[src/rtl/offnariscv_pkg.sv]
// rtl/offnariscv_pkg.sv - shared types for the execute/writeback path
package offnariscv_pkg;

   localparam int XLEN = 32;

   typedef struct packed {
      logic alu_cmd_vld;
      logic bru_cmd_vld;
      logic sys_cmd_vld;
   } id_data_t;

   typedef struct packed {
      logic [XLEN-1:0] pc;
      logic [4:0]      rd;
      logic            rd_we;
      id_data_t        id_data;
   } exwb_tdata_t;

   typedef struct packed {
      logic [XLEN-1:0] wdata;
   } alu_result_t;

   typedef struct packed {
      logic            taken;
      logic [XLEN-1:0] target;
      logic [XLEN-1:0] link;
   } bru_result_t;

   typedef struct packed {
      logic [XLEN-1:0] wdata;
      logic            trap;
      logic            redirect;
      logic [XLEN-1:0] pc;
   } sys_result_t;

   typedef struct packed {
      logic [4:0]      rd;
      logic            wen;
      logic [XLEN-1:0] wdata;
      logic [XLEN-1:0] pc;
   } wbrf_tdata_t;

   typedef enum logic [1:0] {IDLE, WAIT, OUT} ex_col_state_e;

   localparam int EXWB_W = $bits(exwb_tdata_t);
   localparam int ALU_W  = $bits(alu_result_t);
   localparam int BRU_W  = $bits(bru_result_t);
   localparam int SYS_W  = $bits(sys_result_t);
   localparam int WBRF_W = $bits(wbrf_tdata_t);

endpackage

[src/rtl/ex_collector_hold.sv]
// rtl/ex_collector_hold.sv - one execution unit's result capture register with got flag
module ex_result_hold #(
   parameter type T = logic
) (
   input  logic clk,
   input  logic rst_n,
   input  logic i_en,
   input  logic i_need,
   input  logic i_clear,
   input  T     i_tdata,
   input  logic i_tvalid,
   output logic o_tready,
   output logic o_done,
   output T     o_data
);

   T     r_data;
   logic r_got;
   logic w_hs;

   assign o_tready = i_en && i_need && !r_got;
   assign w_hs     = o_tready && i_tvalid;
   // Done counts a beat accepted this cycle so the merge can be registered on the same edge.
   assign o_done   = !i_need || r_got || w_hs;
   assign o_data   = w_hs ? i_tdata : r_data;

   always_ff @(posedge clk or negedge rst_n) begin
      if (!rst_n) begin
         r_got  <= 1'b0;
         r_data <= '0;
      end else if (i_clear) begin
         r_got  <= 1'b0;
      end else if (w_hs) begin
         r_got  <= 1'b1;
         r_data <= i_tdata;
      end
   end

endmodule

[src/rtl/ex_collector.sv]
// rtl/ex_collector.sv - merges dispatcher header and unit results into one writeback beat
module ex_collector
   import offnariscv_pkg::*;
#(
   parameter bit BYPASS      = 1'b1,
   parameter int WDOG_CYCLES = 0
) (
   input  logic              clk,
   input  logic              rst_n,
   input  logic [EXWB_W-1:0] i_exwb_tdata,
   input  logic              i_exwb_tvalid,
   output logic              o_exwb_tready,
   input  logic [ALU_W-1:0]  i_alu_tdata,
   input  logic              i_alu_tvalid,
   output logic              o_alu_tready,
   input  logic [BRU_W-1:0]  i_bru_tdata,
   input  logic              i_bru_tvalid,
   output logic              o_bru_tready,
   input  logic [SYS_W-1:0]  i_sys_tdata,
   input  logic              i_sys_tvalid,
   output logic              o_sys_tready,
   output logic [WBRF_W-1:0] o_wbrf_tdata,
   output logic              o_wbrf_tvalid,
   input  logic              i_wbrf_tready,
   output logic              redirect_vld,
   output logic [XLEN-1:0]   redirect_pc,
   input  logic              invalidate,
   output logic              wdog_err
);

   localparam logic [31:0] WDOG_LIM = 32'(WDOG_CYCLES);

   ex_col_state_e r_state, w_state_nxt;
   exwb_tdata_t   r_hdr, w_hdr_in, w_hdr;
   wbrf_tdata_t   r_wb, w_wb_nxt;
   alu_result_t   w_alu;
   bru_result_t   w_bru;
   sys_result_t   w_sys;
   logic          r_live, r_take, r_redirect_vld, r_wdog_err;
   logic [XLEN-1:0] r_take_pc, r_redirect_pc, w_redir_pc;
   logic [31:0]   r_wdog_cnt;
   logic          w_need_alu, w_need_bru, w_need_sys;
   logic          w_done_alu, w_done_bru, w_done_sys;
   logic          w_exwb_hs, w_wbrf_hs, w_bypass_ok, w_unit_en, w_clear, w_load_out;
   logic          w_trap, w_sys_redir, w_bru_redir, w_redir_take;

   assign w_hdr_in   = i_exwb_tdata;
   assign w_hdr      = (r_state == IDLE) ? w_hdr_in : r_hdr;
   assign w_need_alu = w_hdr.id_data.alu_cmd_vld;
   assign w_need_bru = w_hdr.id_data.bru_cmd_vld;
   assign w_need_sys = w_hdr.id_data.sys_cmd_vld;

   assign o_exwb_tready = r_live && !invalidate && (r_state == IDLE);
   assign w_exwb_hs     = o_exwb_tready && i_exwb_tvalid;
   assign o_wbrf_tvalid = (r_state == OUT);
   assign o_wbrf_tdata  = r_wb;
   assign w_wbrf_hs     = o_wbrf_tvalid && i_wbrf_tready;

   assign w_bypass_ok = BYPASS && i_exwb_tvalid
                        && (!w_need_alu || i_alu_tvalid)
                        && (!w_need_bru || i_bru_tvalid)
                        && (!w_need_sys || i_sys_tvalid);
   assign w_unit_en   = r_live && !invalidate
                        && ((r_state == WAIT) || ((r_state == IDLE) && w_bypass_ok));
   assign w_clear     = invalidate || ((r_state == OUT) && w_wbrf_hs);

   ex_result_hold #(.T(alu_result_t)) u_hold_alu (
      .clk(clk), .rst_n(rst_n), .i_en(w_unit_en), .i_need(w_need_alu), .i_clear(w_clear),
      .i_tdata(i_alu_tdata), .i_tvalid(i_alu_tvalid), .o_tready(o_alu_tready),
      .o_done(w_done_alu), .o_data(w_alu)
   );

   ex_result_hold #(.T(bru_result_t)) u_hold_bru (
      .clk(clk), .rst_n(rst_n), .i_en(w_unit_en), .i_need(w_need_bru), .i_clear(w_clear),
      .i_tdata(i_bru_tdata), .i_tvalid(i_bru_tvalid), .o_tready(o_bru_tready),
      .o_done(w_done_bru), .o_data(w_bru)
   );

   ex_result_hold #(.T(sys_result_t)) u_hold_sys (
      .clk(clk), .rst_n(rst_n), .i_en(w_unit_en), .i_need(w_need_sys), .i_clear(w_clear),
      .i_tdata(i_sys_tdata), .i_tvalid(i_sys_tvalid), .o_tready(o_sys_tready),
      .o_done(w_done_sys), .o_data(w_sys)
   );

   always_comb begin
      w_state_nxt = r_state;
      w_load_out  = 1'b0;
      case (r_state)
         IDLE: begin
            if (w_exwb_hs) begin
               if (w_bypass_ok) begin
                  w_state_nxt = OUT;
                  w_load_out  = 1'b1;
               end else begin
                  w_state_nxt = WAIT;
               end
            end
         end
         WAIT: begin
            if (w_done_alu && w_done_bru && w_done_sys) begin
               w_state_nxt = OUT;
               w_load_out  = 1'b1;
            end
         end
         OUT: begin
            if (w_wbrf_hs) w_state_nxt = IDLE;
         end
         default: w_state_nxt = IDLE;
      endcase
      if (invalidate) begin
         w_state_nxt = IDLE;
         w_load_out  = 1'b0;
      end
   end

   // A nop needs no unit, so its wdata is forced to zero rather than stale ALU data.
   always_comb begin
      w_wb_nxt       = '0;
      w_trap         = w_need_sys && w_sys.trap;
      w_wb_nxt.rd    = w_hdr.rd;
      w_wb_nxt.pc    = w_hdr.pc;
      w_wb_nxt.wen   = w_hdr.rd_we && !w_trap && (w_hdr.rd != 5'd0);
      if (w_need_sys)      w_wb_nxt.wdata = w_sys.wdata;
      else if (w_need_bru) w_wb_nxt.wdata = w_bru.link;
      else if (w_need_alu) w_wb_nxt.wdata = w_alu.wdata;
      else                 w_wb_nxt.wdata = '0;
      w_sys_redir  = w_need_sys && (w_sys.trap || w_sys.redirect);
      w_bru_redir  = w_need_bru && w_bru.taken;
      w_redir_take = w_sys_redir || w_bru_redir;
      w_redir_pc   = w_sys_redir ? w_sys.pc : w_bru.target;
   end

   always_ff @(posedge clk or negedge rst_n) begin
      if (!rst_n) begin
         r_state        <= IDLE;
         r_live         <= 1'b0;
         r_hdr          <= '0;
         r_wb           <= '0;
         r_take         <= 1'b0;
         r_take_pc      <= '0;
         r_redirect_vld <= 1'b0;
         r_redirect_pc  <= '0;
         r_wdog_cnt     <= '0;
         r_wdog_err     <= 1'b0;
      end else begin
         r_state <= w_state_nxt;
         r_live  <= 1'b1;
         if (w_exwb_hs) r_hdr <= w_hdr_in;
         if (w_load_out) begin
            r_wb      <= w_wb_nxt;
            r_take    <= w_redir_take;
            r_take_pc <= w_redir_pc;
         end
         r_redirect_vld <= (r_state == OUT) && w_wbrf_hs && r_take && !invalidate;
         if ((r_state == OUT) && w_wbrf_hs && r_take && !invalidate) r_redirect_pc <= r_take_pc;
         if (r_state == WAIT) begin
            if (r_wdog_cnt != WDOG_LIM) r_wdog_cnt <= r_wdog_cnt + 32'd1;
         end else begin
            r_wdog_cnt <= '0;
         end
         if ((WDOG_LIM != 32'd0) && (r_wdog_cnt == WDOG_LIM)) r_wdog_err <= 1'b1;
      end
   end

   assign redirect_vld = r_redirect_vld;
   assign redirect_pc  = r_redirect_pc;
   assign wdog_err     = r_wdog_err;

endmodule

[config.mk]
export PLATFORM = sky130hd
export DESIGN_NAME = ex_collector
export DESIGN_NICKNAME = d
export VERILOG_FILES = /design/src/rtl/offnariscv_pkg.sv /design/src/rtl/ex_collector_hold.sv /design/src/rtl/ex_collector.sv
export SDC_FILE = /design/constraint.sdc
export NUM_CORES = 1
export LEC_CHECK = 0
export ABC_AREA = 1
export BUFFER_PORTS_ARGS = -buffer_cell sky130_fd_sc_hd__clkbuf_2
export CORE_MARGIN = 2
export CORE_UTILIZATION = 30
export DETAILED_ROUTE_END_ITERATION = 12
export PLACE_DENSITY = 0.52
export SYNTH_ARGS = -nofsm -noshare
export SYNTH_HDL_FRONTEND = slang
export SYNTH_SLANG_ARGS = --single-unit
[constraint.sdc]
create_clock -name clk -period 2.4 [get_ports clk]
set_clock_uncertainty 0.05 [all_clocks]
set_input_delay 0.36 -clock clk [delete_from_list [all_inputs] [get_ports clk]]
set_output_delay 0.36 -clock clk [all_outputs]
set_load 0.005 [all_outputs]
# --- Word-level counts from Yosys, hierarchy flattened ---
# Cells that the tools add are included.
word_totals:
  ff_bits: 346
  latch_bits: 0
  mem_bits_rw: 0
  romBits: 0
  output_inout_bits: 109
  wordCells: 112
  memories: 0
op_classes:
  n_addsub: 0
  multipliers: 0
  div_mod_pow: 0
  magnitude_cmp: 0
  eq_ne: 5
  shifts: 0
  mux: 25
  bitwise_logic: 0
  n_reduce_logical: 55
op_table:
  columns: ["operator", "count"]
  rows:
  - ["$mux 32", 5]
  - ["$mux 66", 1]
  - ["$mux 65", 1]
  - ["$mux 41", 1]
  - ["$logic_and 1x1->1", 28]
  - ["$logic_or 1x1->1", 13]
  - ["$mux 1", 10]
  - ["$mux 2", 5]
  - ["$logic_not 1->1", 8]
  - ["$pmux 2 s3", 1]
  - ["$reduce_bool 2->1", 3]
  - ["$reduce_bool 5->1", 1]
  - ["$ne 3x1->1 const B", 1]
  - ["$ne 3x2->1 const B", 1]
  - ["$ne 3x3->1 const B", 1]
  - ["$reduce_and 3->1", 1]
  - ["$eq 2x1->1 const B", 1]
  - ["$eq 2x2->1 const B", 1]
  - ["$logic_not 2->1", 1]
  - ["$pmux 1 s2", 1]

# --- Logic depth before layout (Yosys ltp) ---
# Gate-level depths: netlist of the first run.
depth:
  ltp_word: 19
  mapped_depth: 17
  depth_no_buf: 15

# --- By module ---
# A second synthesis of the first run with hierarchy kept.
hier_totals:
  cells_unflattened: 2778
  hier_area_um2: 19567.5
modules_own_cells:
  columns: ["module", "n_inst", "cells_per_inst", "area_each_um2"]
  rows:
  - ["ex_collector", 1, 1194, 8972.4]
  - ["ex_result_hold (u_hold_bru)", 1, 630, 4316.6]
  - ["ex_result_hold (u_hold_sys)", 1, 639, 4196.5]
  - ["ex_result_hold (u_hold_alu)", 1, 315, 2082.0]

# --- Worst setup path before layout of the first run ---
# No wires, ideal clock.
synth_path:
  kind: "reg2reg"
  start: "register r_state[0]"
  end: "register r_wb, in the netlist o_wbrf_tdata[65]"
  setup_ps: 127
  arrival_time_ps: 2045
  required_time_ps: 2223
  slack_ps: 178
  stages_incl_launch_ff: 16
  synth_period_minus_slack_ps: 2222
  path_cell_list: "dfrtp_1 -> nor2_2 -> buf_4 -> nand2_2 -> nand3_1 -> nand2_1 -> o21ai_2 -> nand2_1 -> o21ai_1 -> nand3_1 -> nand2_2 -> nand3_4 -> buf_2 -> buf_4 -> nand2_1 -> o21ai_1"
synth_between:
  elab_chain_len: 19
  word_cells_on_any_way: 39
  cone_classes: "eq/ne: 1; mux: 6; reduce/logical: 32"
synth_rtl:
  columns: ["element", "line_no", "rtl"]
  rows:
  - ["start: declaration", "ex_collector.sv:33", "ex_col_state_e r_state, w_state_nxt;"]
  - ["start signal: assignment", "ex_collector.sv:146", "r_state <= w_state_nxt;"]
  - ["$logic_not 2->1", null, null]
  - ["$mux 41", "ex_collector.sv:48", "assign w_hdr = (r_state == IDLE) ? w_hdr_in : r_hdr;"]
  - ["$logic_not 1->1", "ex_collector_hold.sv:24, ex_collector.sv:60", null]
  - ["$logic_or 1x1->1", "ex_collector.sv:60", "&& (!w_need_alu || i_alu_tvalid)"]
  - ["$logic_and 1x1->1", "ex_collector.sv:60", null]
  - ["$logic_and 1x1->1", "ex_collector.sv:61", "&& (!w_need_bru || i_bru_tvalid)"]
  - ["$logic_and 1x1->1", "ex_collector.sv:62", "&& (!w_need_sys || i_sys_tvalid);"]
  - ["$logic_and 1x1->1", "ex_collector.sv:64", "&& ((r_state == WAIT) || ((r_state == IDLE) && w_bypass_ok));"]
  - ["$logic_or 1x1->1", "ex_collector.sv:64", null]
  - ["$logic_and 1x1->1", "ex_collector.sv:64", null]
  - ["$logic_and 1x1->1 (2 in series)", "ex_collector_hold.sv:21", "assign o_tready = i_en && i_need && !r_got;"]
  - ["$logic_and 1x1->1", "ex_collector_hold.sv:22", "assign w_hs = o_tready && i_tvalid;"]
  - ["$logic_or 1x1->1", "ex_collector_hold.sv:24", "assign o_done = !i_need || r_got || w_hs;"]
  - ["$logic_and 1x1->1 (2 in series)", "ex_collector.sv:100", "if (w_done_alu && w_done_bru && w_done_sys) begin"]
  - ["$mux 1", "ex_collector.sv:100", null]
  - ["$pmux 1 s2", "ex_collector.sv:88", "case (r_state)"]
  - ["$mux 1", "ex_collector.sv:110", "if (invalidate) begin"]
  - ["end signal: assignment", "ex_collector.sv:150", "r_wb <= w_wb_nxt;"]
  - ["end: declaration", "ex_collector.sv:35", "wbrf_tdata_t r_wb, w_wb_nxt;"]
# Several ways; a longest one is shown, not always the timed one.
# A chain may end at the register's enable or synchronous reset.

# --- Worst setup path after layout of the first run ---
layout_path:
  start: "register r_state[0]"
  end: "output o_alu_tready"
layout_between:
  elab_chain_len: 12
  word_cells_on_any_way: 17
  cone_classes: "eq/ne: 1; mux: 1; reduce/logical: 15"
layout_rtl:
  columns: ["element", "line_no", "rtl"]
  rows:
  - ["$logic_not 2->1", "ex_collector.sv:48, ex_collector.sv:64", null]
  - ["$mux 41", "ex_collector.sv:48", null]
  - ["$logic_not 1->1", "ex_collector.sv:60", null]
  - ["$logic_or 1x1->1", "ex_collector.sv:60", null]
  - ["$logic_and 1x1->1", "ex_collector.sv:60", null]
  - ["$logic_and 1x1->1", "ex_collector.sv:61", null]
  - ["$logic_and 1x1->1", "ex_collector.sv:62", null]
  - ["$logic_and 1x1->1", "ex_collector.sv:64", null]
  - ["$logic_or 1x1->1", "ex_collector.sv:64", null]
  - ["$logic_and 1x1->1", "ex_collector.sv:64", null]
  - ["$logic_and 1x1->1 * (2 in series)", "ex_collector_hold.sv:21", null]
  - ["end: declaration", "ex_collector.sv:15", "output logic o_alu_tready,"]
# Every way passes the cells marked *; elsewhere a longest branch is shown, timed or not.

==> summary.md, run 1 <==
| Metric | Value |
|---|---|
| Status | finished, violations left |
| Failing checks | negative setup slack |
| Largest net degree at the start of global routing | 72 |
| Final hold vios | 0 |
| Vias in the first global route | between 10k and 15k |
| Slew margin rel. | 51.6% |
| First-pass GRT wire length | just over 80000 µm |
| Die area | 0.0542 mm² |
| Area Overhead vs Synth | 45.9% |
| CP Launch Type | flip-flop |
| Cell variety after synth | 30 |
| GR Layer Usage met1 | 25.2% |
| Post-synthesis cell area | ~0.016 mm² |
| Worst path arrival time | between 2000 and 2500 ps |
| Hold Crit Depth | 3 |
| WL final | roughly 53000 µm |
| Final Total Pwr | 0.0294 W |
| DR vias/cell | between 4 and 5 |
| Worst Path Class, Setup | flip-flop to output port |
| Ports | between 300 and 400 |
| Switching pwr | 0.0110 W |
| Clock Latency Late Sink | about 560 ps |
| Core ar. | between 0.05 and 0.06 mm² |
| DR DRC count | 0 |
| Die Width | 233 µm |
| Clock Tree Buf Depth | 3 |
| Clock Pin Slew Worst Setup and Hold Paths | roughly 60 ps |
| Worst setup EP type | output port |
| RSZ-0062 raised after global routing | true |
| Worst vdd ir | 0.627 mV |
| CP required | 1990 ps |
| HPWL after DPL | 32900 µm |
| Starting density of the core | 30.5% |
| Max-cap violations | 0 |
| Grt total ovfl | 0 |
| Register area share after synthesis | between 50 and 60% |
| Seq cells post-synth | about 350 |
| H-Tree Depth | 2 |
| M3 GR Usage | under 10% |
| Layout cell share with drive strength beyond 1 | a little under a third |
| Hold/Removal Path Class | input port to flip-flop |
| CTS tree | yes |
| Worst setup margin | -154 ps |
| Main area contributors after synthesis | dfrtp_1, nand2_1, mux2_2 |
| GRT Util Overall | roughly a fifth |
| Num CTS Buffers | 42 |
| Least-Margin Pin Slew | 726 ps |
| Hold_ws | around 40 ps |
| Period utilisation layout | 106% |
| Avg WL per Cell | 17.3 µm |
| Initial DRC Count | approximately 750 |
| # port buffers | approximately 320 |
| Placed cell count | ~2.8k |
| Vias | between 10k and 15k |
| Top achievable clock speed | about 390 MHz |
| Ys Warns | 1 |
| Layout Utilization | between 40% and 50% |
| Internal power | 0.0184 W |
| Synth top area share | 55.1% |
| Max Slew Vio Count | 0 |
| Seq pwr share | 32.1% |
| Die height | 233 µm |
| Synthesized net count | 2065 |
| Top Usage Layer GRT | met2 |
| Cell taking the most area after synthesis | dfrtp_1 |
| Row count | 83 |
| Clock power share | 22.5% |
| Clk sinks | roughly 350 |
| Reg2reg path depth | 17 |
| Lkg Pwr | between 10 and 15 nW |
| GPL Wtd Cong | about 0.84 |
| Antenna-violating nets left | 0 |
| Period minus WS final | 2550 ps |
| Logic gate share of total power | between 40% and 50% |
| Drt first pass iters | 9 |
| Met2 usage in global routing | a little under a third |
| Mapped Cells | around 1.9k |
| Synthesized area per cell | ~8.5 µm² |
| Crit path max fanout | 4 |
| Non-filler cells, final | ~3k |
| Root buf cell | clkbuf_16 |
| Switching Share | approximately 37% |
| Diodes inserted | 0 |
| Nets | approximately 2.6k |
| Setup violators final | around 110 |
| Initial antenna violation count | 7 |
| Power Dens Cells | ~1300 mW/mm² |
-- layout make-up --
| class | count | area (µm²) |
|---|---|---|
| fill | 5020 | 28600 |
| sequential | 346 | 8660 |
| multi-input combinational | 1240 | 6330 |
| timing repair buffer | 579 | 4970 |
| clock buffer | 58 | 1220 |
| tap | 680 | 851 |
| inverter | 163 | 656 |
| clock inverter | 19 | 219 |
-- repair_timing --
item                       CTS  global route
gates cloned                18             9
hold buffers               113             0
pin swaps                   17            41
setup endpoints to repair   76           157
hold endpoints to repair   144             0
resized for setup          113            99
buffers inserted            32             8
-- power by group through the flow --
stage               registers (W)  logic, W  clock network (W)
floorplan                 0.00924   0.00654                  0
global placement          0.00940    0.0105                  0
detailed placement        0.00947    0.0106                  0
CTS                       0.00941    0.0129            0.00683
global route              0.00973    0.0148            0.00708
finish                    0.00946    0.0134            0.00664
-- state kept, by name (all words and copies together) (netlist names), 2 cells and up --
register / count
o_wbrf_tdata: 70
u_hold_sys.r_data: 66
u_hold_bru.r_data: 65
r_hdr: 41
r_take_pc: 32
redirect_pc: 32
u_hold_alu.r_data: 32
r_state: 2
-- cell families (layout without fill, tap and decap cells) --
kind of cell	count (synthesis)	after routing	synth area share, %
flops	346	346	55.1
compound gates	62	62	2.04
other cells	2	2	0.0478
buf+inv	267	819	7.02
simple gates	1080	1080	29.1
mux	96	96	6.63
-- final timing paths --
path | from | end | slack (ps)
worst min-delay path | i_sys_tdata[37] | u_hold_sys.r_data[37] | 40
min in group asynchronous | rst_n | u_hold_bru.r_data[30] | 240
max in group asynchronous | rst_n | u_hold_sys.r_data[38] | 1330
worst min register to register | u_hold_sys.r_data[45] | u_hold_sys.r_data[45] | 420
worst max-delay path | r_state[0] | o_alu_tready | -150
worst max register to register | r_state[0] | o_wbrf_tdata[45] | -140
-- per-stage QoR --
step                      setup WS (ps)  cell area (µm²)  setup TNS (ps)
after floorplan                     178            15700               0
after global placement             34.7            18700               0
after detailed placement          -52.9            18700           -1380
after CTS                          -206            22400          -10500
after global routing               -276            22900          -24130
final                              -154            22900           -9590
-- layer usage --
layer	part of all wire, %	wire length [µm]
met3	6.3	3360
met1	44	23500
met2	47	25200
met4	2.5	1350
met5	0.17	92
-- cells in the mapped netlist --
master,number
a21oi_1,4
a31oi_1,1
and2_1,66
buf_1,14
buf_2,32
buf_4,4
buf_6,6
clkbuf_1,48
clkinv_1,2
conb_1,2
dfrtp_1,346
inv_1,157
inv_2,4
mux2_2,64
mux2i_1,32
nand2_1,818
nand2_2,2
nand3_1,102
nand3_2,2
nand3_4,1
nand4_1,67
nand4_2,2
nor2_1,13
nor2_2,1
nor3_1,6
o211ai_1,1
o21a_1,1
o21ai_0,43
o21ai_1,11
o21ai_2,1
-- cell usage in the layout (no fill, tap or decap), types with 7 or more instances in the layout --
cell type	instances
mux2_2	64
mux2i_1	32
o21ai_0	31
dlygate4sd3_1	113
nand2_2	86
nand3_1	98
dfrtp_1	345
clkbuf_16	51
inv_1	154
o21ai_1	21
buf_12	38
clkbuf_2	315
buf_4	53
nand2_1	729
clkbuf_8	9
buf_6	25
buf_16	19
and2_1	66
clkinv_2	7
nand4_1	67
-- critical path: stages (launching register included) --
cell and delay (ps):
dfrtp_1 420, nor2_4 180, nand2_2 90, nand3_2 80, nand2_2 80, o21ai_4 180, nand2_2 100, buf_6 140
nor3_4 110, buf_6 130, buf_6 90
(Power assumes the default switching activity.)
==> run 2: changes to the inputs <==
- REMOVE_ABC_BUFFERS: default -> 1
==> run 2 against run 1 <==
The flow still finishes with violations (negative setup slack). Clock power is 5.4% lower. Non-clock buffer count is 3 lower. Core utilization decreased by 0.056 points. Design area is 0.13% lower. Combinational power decreased by 4%. Via count increased by 1.3%. Cell count fell by 0.16%. Maximum frequency up 4.7%. Largest cell class unchanged.
==> summary.md, run 2 (same netlist as run 1, synthesis figures left out) <==
| Metric | Value |
|---|---|
| DR vias/cell | ~4.7 |
| Max reg flops | 70 |
| DR DRC count | 0 |
| Antenna-violating nets left | 0 |
| Worst path arrival time | around 2800 ps |
| Clk sinks | approximately 350 |
| Register Area | approximately 0.0087 mm² |
| Lkg Pwr | 12.4 nW |
| WL final | between 50000 and 60000 µm |
| Grt total ovfl | 0 |
| Hold/Removal Path Class | input port to flip-flop |
| Clock Pin Slew Worst Setup and Hold Paths | around 60 ps |
| Die area | 0.0542 mm² |
| Flop-to-flop setup slack | -40 ps |
| Hold_ws | roughly 33 ps |
| Core ar. | around 0.052 mm² |
| Diodes inserted | 0 |
| Layout cell share with drive strength beyond 1 | between 30 and 40% |
| Area Overhead vs Synth | 45.7% |
| Switching Share | 37.8% |
| Critical Path Start | r_state[1] |
| Root buf cell | clkbuf_16 |
| Clock power share | roughly 22% |
| Hold path start | i_exwb_tdata[35] |
| Nets | 2581 |
| Least-Margin Pin Slew | between 600 and 700 ps |
| Top achievable clock speed | slightly above 400 MHz |
| Switching pwr | around 0.011 W |
| Area of the multi-input gates | 0.00645 mm² |
| Max-cap violations | 0 |
| Initial DRC Count | between 700 and 800 |
| Status | finished, violations left |
| Row count | 83 |
| Reg2reg path depth | 17 |
| Initial antenna violation count | 3 |
| RSZ-0062 raised after global routing | true |
| Vias | approximately 14k |
| Worst setup margin | -38.7 ps |
| R2r endpoint | r_take |
| Slew margin rel. | between 50% and 60% |
| # port buffers | approximately 320 |
| Failing checks | negative setup slack |
| Fill count | around 5k |
| Seq pwr share | around 33% |
| First-pass GRT wire length | 82200 µm |
| Clock Latency Late Sink | about 550 ps |
| Drt first pass iters | 6 |
| GPL Wtd Cong | slightly above 0.8 |
| Non-filler cells, final | between 3k and 4k |
| CP required | roughly 2800 ps |
| Placed cell count | roughly 2.8k |
| Worst vdd ir | 0.692 mV |
| Most common cell after layout, fill and taps aside | nand2_1 |
| Vias in the first global route | approximately 15k |
| Largest net degree at the start of global routing | 80 |
| CTS tree | yes |
| Worst setup EP type | flip-flop |
| Most frequent cells in the layout | nand2_1, dfrtp_1, clkbuf_2 |
| Hold Crit Depth | 2 |
| Setup violators final | 19 |
| Num CTS Buffers | slightly above 40 |
| H-Tree Depth | 2 |
| Avg WL per Cell | approximately 18 µm |
| HPWL after DPL | 30600 µm |
| Ports | 321 |
| Power Dens Cells | between 1000 and 1500 mW/mm² |
| GRT Util Overall | about 20% |
| DP Worst Slack | -56.5 ps |
| Hold endpoint | r_hdr[35] |
| Logic gate share of total power | between 40% and 50% |
| Max Slew Vio Count | 0 |
| Worst Path Class, Setup | flip-flop to flip-flop |
| Internal power | between 0.015 and 0.02 W |
| Clock Tree Buf Depth | 3 |
| Setup tns final | -352 ps |
| Starting density of the core | 30.5% |
| Reg2reg start | r_state[1] |
| Period minus WS final | ~2400 ps |
| Final hold vios | 0 |
| Die Width | approximately 230 µm |
| CP Launch Type | flip-flop |
| Period utilisation layout | 102% |
| Die height | 233 µm |
| Crit path max fanout | 8 |
## run 2: cell count changes in the layout (fill, tap and decap cells not counted), sizes merged
| cell | previous run | this run |
|---|---|---|
| dlygate4sd3 | 113 | 117 |
| buf | 143 | 131 |
| clkbuf | 381 | 384 |
| clkinvlp | 5 | 3 |
| bufinv | 4 | 3 |
| inv | 161 | 164 |
## run 2: metal layers
| layer | part of all wire [%] | track usage [%] | up-vias | wire length (µm) |
|---|---|---|---|---|
| met2 | 47 | 32.7 | 401 | 26200 |
| met4 | 3.0 | 5.99 | 6 | 1670 |
| li1 | - | - | 6851 | - |
| met3 | 6.2 | 4.45 | 107 | 3470 |
| met5 | 0.065 | 0 | - | 36 |
| met1 | 44 | 25.8 | 6994 | 24200 |
## run 2: per-stage QoR
step | util, % | power, W | instance area (µm²)
2_1_floorplan | - | 0.0154 | 15200
3_3_place_gp | 36.0 | 0.0196 | 18600
5_1_grt | 44.4 | 0.0306 | 22900
3_5_place_dp | 36.0 | 0.0198 | 18600
4_1_cts | 42.8 | 0.0279 | 22100
6_report | 44.4 | 0.0285 | 22900
## run 2: worst max path at each step
stage	endpoint	slack, ps	cells after the start
3_3_place_gp	r_take_pc[0]	-30	17
4_1_cts	o_alu_tready	-110	9
5_1_grt	r_take_pc[20]	-180	17
6_report	r_take	-40	17
3_5_place_dp	r_take_pc[0]	-60	17
2_1_floorplan	r_take_pc[0]	-3870	14
## run 2: area by class of cell
cell class                 instances  share of cell area [%]
tap                              680                    3.72
clock buffer                      56                    5.12
timing repair inverter             1                  0.0875
inverter                         163                    2.83
clock inverter                    18                   0.809
sequential                       346                    37.8
multi-input combinational       1240                    28.2
timing repair buffer             576                    21.4
## run 2: critical path, cell delays in order, from the launching register on
cell     delay (ps)
dfrtp_1         420
inv_2            80
nand2_4          90
nand2_2          70
nand3_2          80
nand2_2          60
o21ai_2         180
buf_6           140
buf_6            90
nand4_1         150
buf_6           200
buf_12          140
buf_12          150
o21a_1          180
nand2_1          60
nand3_1          60
nand2_1          70
nand2_1          50
## run 2: power by group through the flow
stage                     Sequential, W  Combinational, W  Clock (W)
after floorplan                 0.00924           0.00615          0
after global placement          0.00937            0.0102          0
after detailed placement        0.00943            0.0104          0
after CTS                       0.00936            0.0121    0.00645
after global routing            0.00965            0.0143    0.00670
final                           0.00940            0.0129    0.00628
## run 2: timing repair
| item | 4_1_cts | 5_1_grt |
|---|---|---|
| cloned | 19 | 15 |
| pin swaps | 21 | 51 |
| setup buffers | 29 | 12 |
| gates resized for setup | 90 | 141 |
| setup endpoints to repair | 37 | 120 |
| hold buffers | 117 | 0 |
| hold endpoints to repair | 159 | 0 |
==> run 3: changes to the inputs <==
--- a/config.mk
+++ b/config.mk
@@ -8,4 +8,5 @@
 export ABC_AREA = 1
 export BUFFER_PORTS_ARGS = -buffer_cell sky130_fd_sc_hd__clkbuf_2
+export CAP_MARGIN = 10
 export CORE_MARGIN = 2
 export CORE_UTILIZATION = 30
==> constraint.sdc (replaced) <==
create_clock -name clk -period 2.4 [get_ports clk]
set_clock_uncertainty 0.05 [all_clocks]
set_input_delay 0.36 -clock clk [delete_from_list [all_inputs] [get_ports clk]]
set_output_delay 0.36 -clock clk [all_outputs]
set_load 0.02 [all_outputs]
==> run 3 against run 2 <==
Register-to-register slack worse by 100 ps. Clock power is essentially flat. Largest cell class unchanged. Critical endpoint is now o_bru_tready. The flow still finishes with violations (negative setup slack). Die area is the same. Core utilization rose by 3.0 points. Sequential power up 2%. Largest power group unchanged. Setup slack got worse by 200 ps. Power increased by 13%. Sequential share of layout area fell by 2.4 points.
==> summary.md, run 3 (same netlist as run 1, synthesis figures left out) <==
| Metric | Value |
|---|---|
| Status | finished, violations left |
| Failing checks | negative setup slack |
| Vias | around 15k |
| Post-layout instance area | ~0.024 mm² |
| R2r endpoint | o_wbrf_tdata[61] |
| WL met2 | around 28000 µm |
| WP depth | 11 |
| Non-filler cells, final | between 3k and 4k |
| Root buf cell | clkbuf_16 |
| CP max stage delay | 420 ps |
| Internal power | 0.0192 W |
| CP required | approximately 2000 ps |
| RSZ-0062 raised after global routing | true |
| WL final | 59400 µm |
| Clock Latency Late Sink | 550 ps |
| First-pass GRT wire length | 85300 µm |
| Final hold vios | 0 |
| Max reg flops | 70 |
| # port buffers | around 320 |
| Area of the multi-input gates | 0.00730 mm² |
| Least-Margin Pin Slew | between 600 and 700 ps |
| Nets | ~2.6k |
| Hold Crit Depth | 3 |
| Period minus WS final | around 2600 ps |
| Max-cap violations | 0 |
| CTS tree | yes |
| Top Layer Used | met5 |
| Worst path arrival time | 2230 ps |
| Avg WL per Cell | ~19 µm |
| Row count | just over 80 |
| Diodes inserted | 0 |
| Slew margin rel. | between 50% and 60% |
| Hold endpoint | u_hold_sys.r_data[8] |
| Clk sinks | 346 |
| Worst Path Class, Setup | flip-flop to output port |
| Clock Tree Buf Depth | 3 |
| Seq pwr share | 29.8% |
| H-Tree Depth | 2 |
| Period utilisation layout | 110% |
| Power Dens Cells | around 1300 mW/mm² |
| Metal3 WL | about 3400 µm |
| Post-Route M1 WL | 26100 µm |
| Most common cell after layout, fill and taps aside | nand2_1 |
| Core ar. | approximately 0.052 mm² |
| Layout cell share with drive strength beyond 1 | approximately two fifths |
| HPWL after DPL | ~31000 µm |
| Clock power share | approximately 20% |
| Antenna-violating nets left | 0 |
| Max Slew Vio Count | 0 |
| Placed cell count | 2822 |
| Die height | about 230 µm |
| Post-DP Area | ~0.019 mm² |
| Worst setup margin | -242 ps |
| Initial DRC Count | between 900 and 1k |
| Worst vdd ir | 0.758 mV |
| Grt total ovfl | 0 |
| Area Overhead vs Synth | 55.4% |
| Starting density of the core | between 30% and 40% |
| Initial antenna violation count | 2 |
| GPL Wtd Cong | approximately 0.81 |
| Hold path start | i_sys_tdata[8] |
| Setup tns final | -7130 ps |
| Top achievable clock speed | between 300 and 400 MHz |
| Slowest CP cell | dfrtp_1 |
| Switching Share | around 40% |
| Num CTS Buffers | between 40 and 50 |
| Worst setup EP type | output port |
| Flop-to-flop setup slack | -140 ps |
| Hold/Removal Path Class | input port to flip-flop |
| Top cell family by delay on the critical path | simple AND/OR/NAND/NOR gates |
| DR vias/cell | ~4.7 |
| Clock Pin Slew Worst Setup and Hold Paths | about 60 ps |
| Fill count | 4888 |
| Crit path max fanout | 4 |
| DR DRC count | 0 |
| Reg2reg start | r_state[1] |
| Register Area | ~0.0087 mm² |
| Drt first pass iters | 7 |
| CP Launch Type | flip-flop |
| Largest net degree at the start of global routing | 80 |
| Die Width | around 230 µm |
| Vias in the first global route | ~15k |
| Lkg Pwr | ~13 nW |
| CP cell instances | inv_2, nand2_4, nand2_2, nand3_2, nand2_2, o21ai_2, buf_6, nand2_4, buf_6, nor3_4, buf_8 |
| Logic gate share of total power | between 50% and 60% |
| Reg2reg path depth | 18 |
| GRT Util Overall | approximately a fifth |
| CP bufs+invs | 4 |
| Most frequent cells in the layout | nand2_1, dfrtp_1, clkbuf_2 |
| Ports | around 320 |
| Die area | about 0.054 mm² |
| Switching pwr | between 0.01 and 0.015 W |
| Setup violators final | 104 |
run 3: cell types whose count changed in the layout (fill, tap and decap cells not counted), moves of 3 or more:
| cell | before | now |
|---|---|---|
| nand2_2 | 80 | 121 |
| buf_8 | 5 | 8 |
| o21ai_1 | 22 | 15 |
| nand3_1 | 85 | 50 |
| nand2_1 | 723 | 623 |
| buf_6 | 8 | 21 |
| nand3_2 | 17 | 50 |
| o21ai_2 | 4 | 25 |
| buf_16 | 21 | 28 |
| buf_12 | 28 | 39 |
| nand2_4 | 17 | 76 |
| o21ai_0 | 29 | 15 |
run 3: per-layer routing:
layer / track usage, % / up-vias
met2: 33.7 / 390
met3: 4.57 / 103
li1: - / 6933
met5: 0 / -
met4: 5.99 / 4
met1: 27.7 / 7345
run 3: layout make-up:
type                    instances  area share, %
repair buffers                610           22.6
clock inverters                18          0.759
repair inverters                1          0.123
well taps                     680           3.49
multi-input cells            1240           29.9
inverters                     163           2.79
flip-flops and latches        346           35.5
clock buffers                  56           4.80
run 3: worst max path at each step:
stage,from,endpoint,slack (ps)
detailed placement,r_state[1],r_take_pc[0],-60
global route,r_state[1],o_bru_tready,-340
CTS,r_state[1],o_bru_tready,-180
global placement,r_state[1],r_take_pc[0],-30
floorplan,r_state[0],r_take_pc[0],-3870
finish,r_state[1],o_bru_tready,-240
run 3: worst register-to-register path, cell delays in order (launching register included):
cell and delay (ps):
dfrtp_1 420, inv_2 80, nand2_4 100, nand2_2 80
nand3_2 80, nand2_2 70, o21ai_2 190, buf_6 140
nand2_4 50, buf_6 110, o21ai_2 110, nand3_2 90
nand2_2 100, nand3_4 180, buf_12 220, buf_12 130
buf_16 150, nand2_2 60, nand2_1 50
run 3: timing repair:
item | CTS | global route
endpoints found under the hold margin | 158 | 0
setup endpoints to repair | 37 | 134
hold buffers | 116 | 0
cloned | 30 | 18
resized for setup | 142 | 392
pin swaps | 32 | 131
buffers inserted | 49 | 33
run 3: stage by stage:
step | setup slack [ps] | hold WS [ps] | util (%) | power (W)
floorplan | -3870 | 14.4 | - | 0.0162
detailed placement | -56.5 | 313 | 36.0 | 0.0206
global route | -343 | 11.5 | 47.4 | 0.0342
CTS | -184 | 1.16 | 44.0 | 0.0299
global placement | -31.9 | 308 | 36.0 | 0.0204
finish | -242 | 24.4 | 47.4 | 0.0322
run 3: power by group through the flow:
| stage | Sequential [W] | Combinational (W) | Clock [W] |
|---|---|---|---|
| final | 0.00957 | 0.0163 | 0.00628 |
| after floorplan | 0.0100 | 0.00617 | 0 |
| after CTS | 0.00938 | 0.0141 | 0.00645 |
| after global placement | 0.00937 | 0.0111 | 0 |
| after detailed placement | 0.00943 | 0.0112 | 0 |
| after global routing | 0.00982 | 0.0177 | 0.00671 |
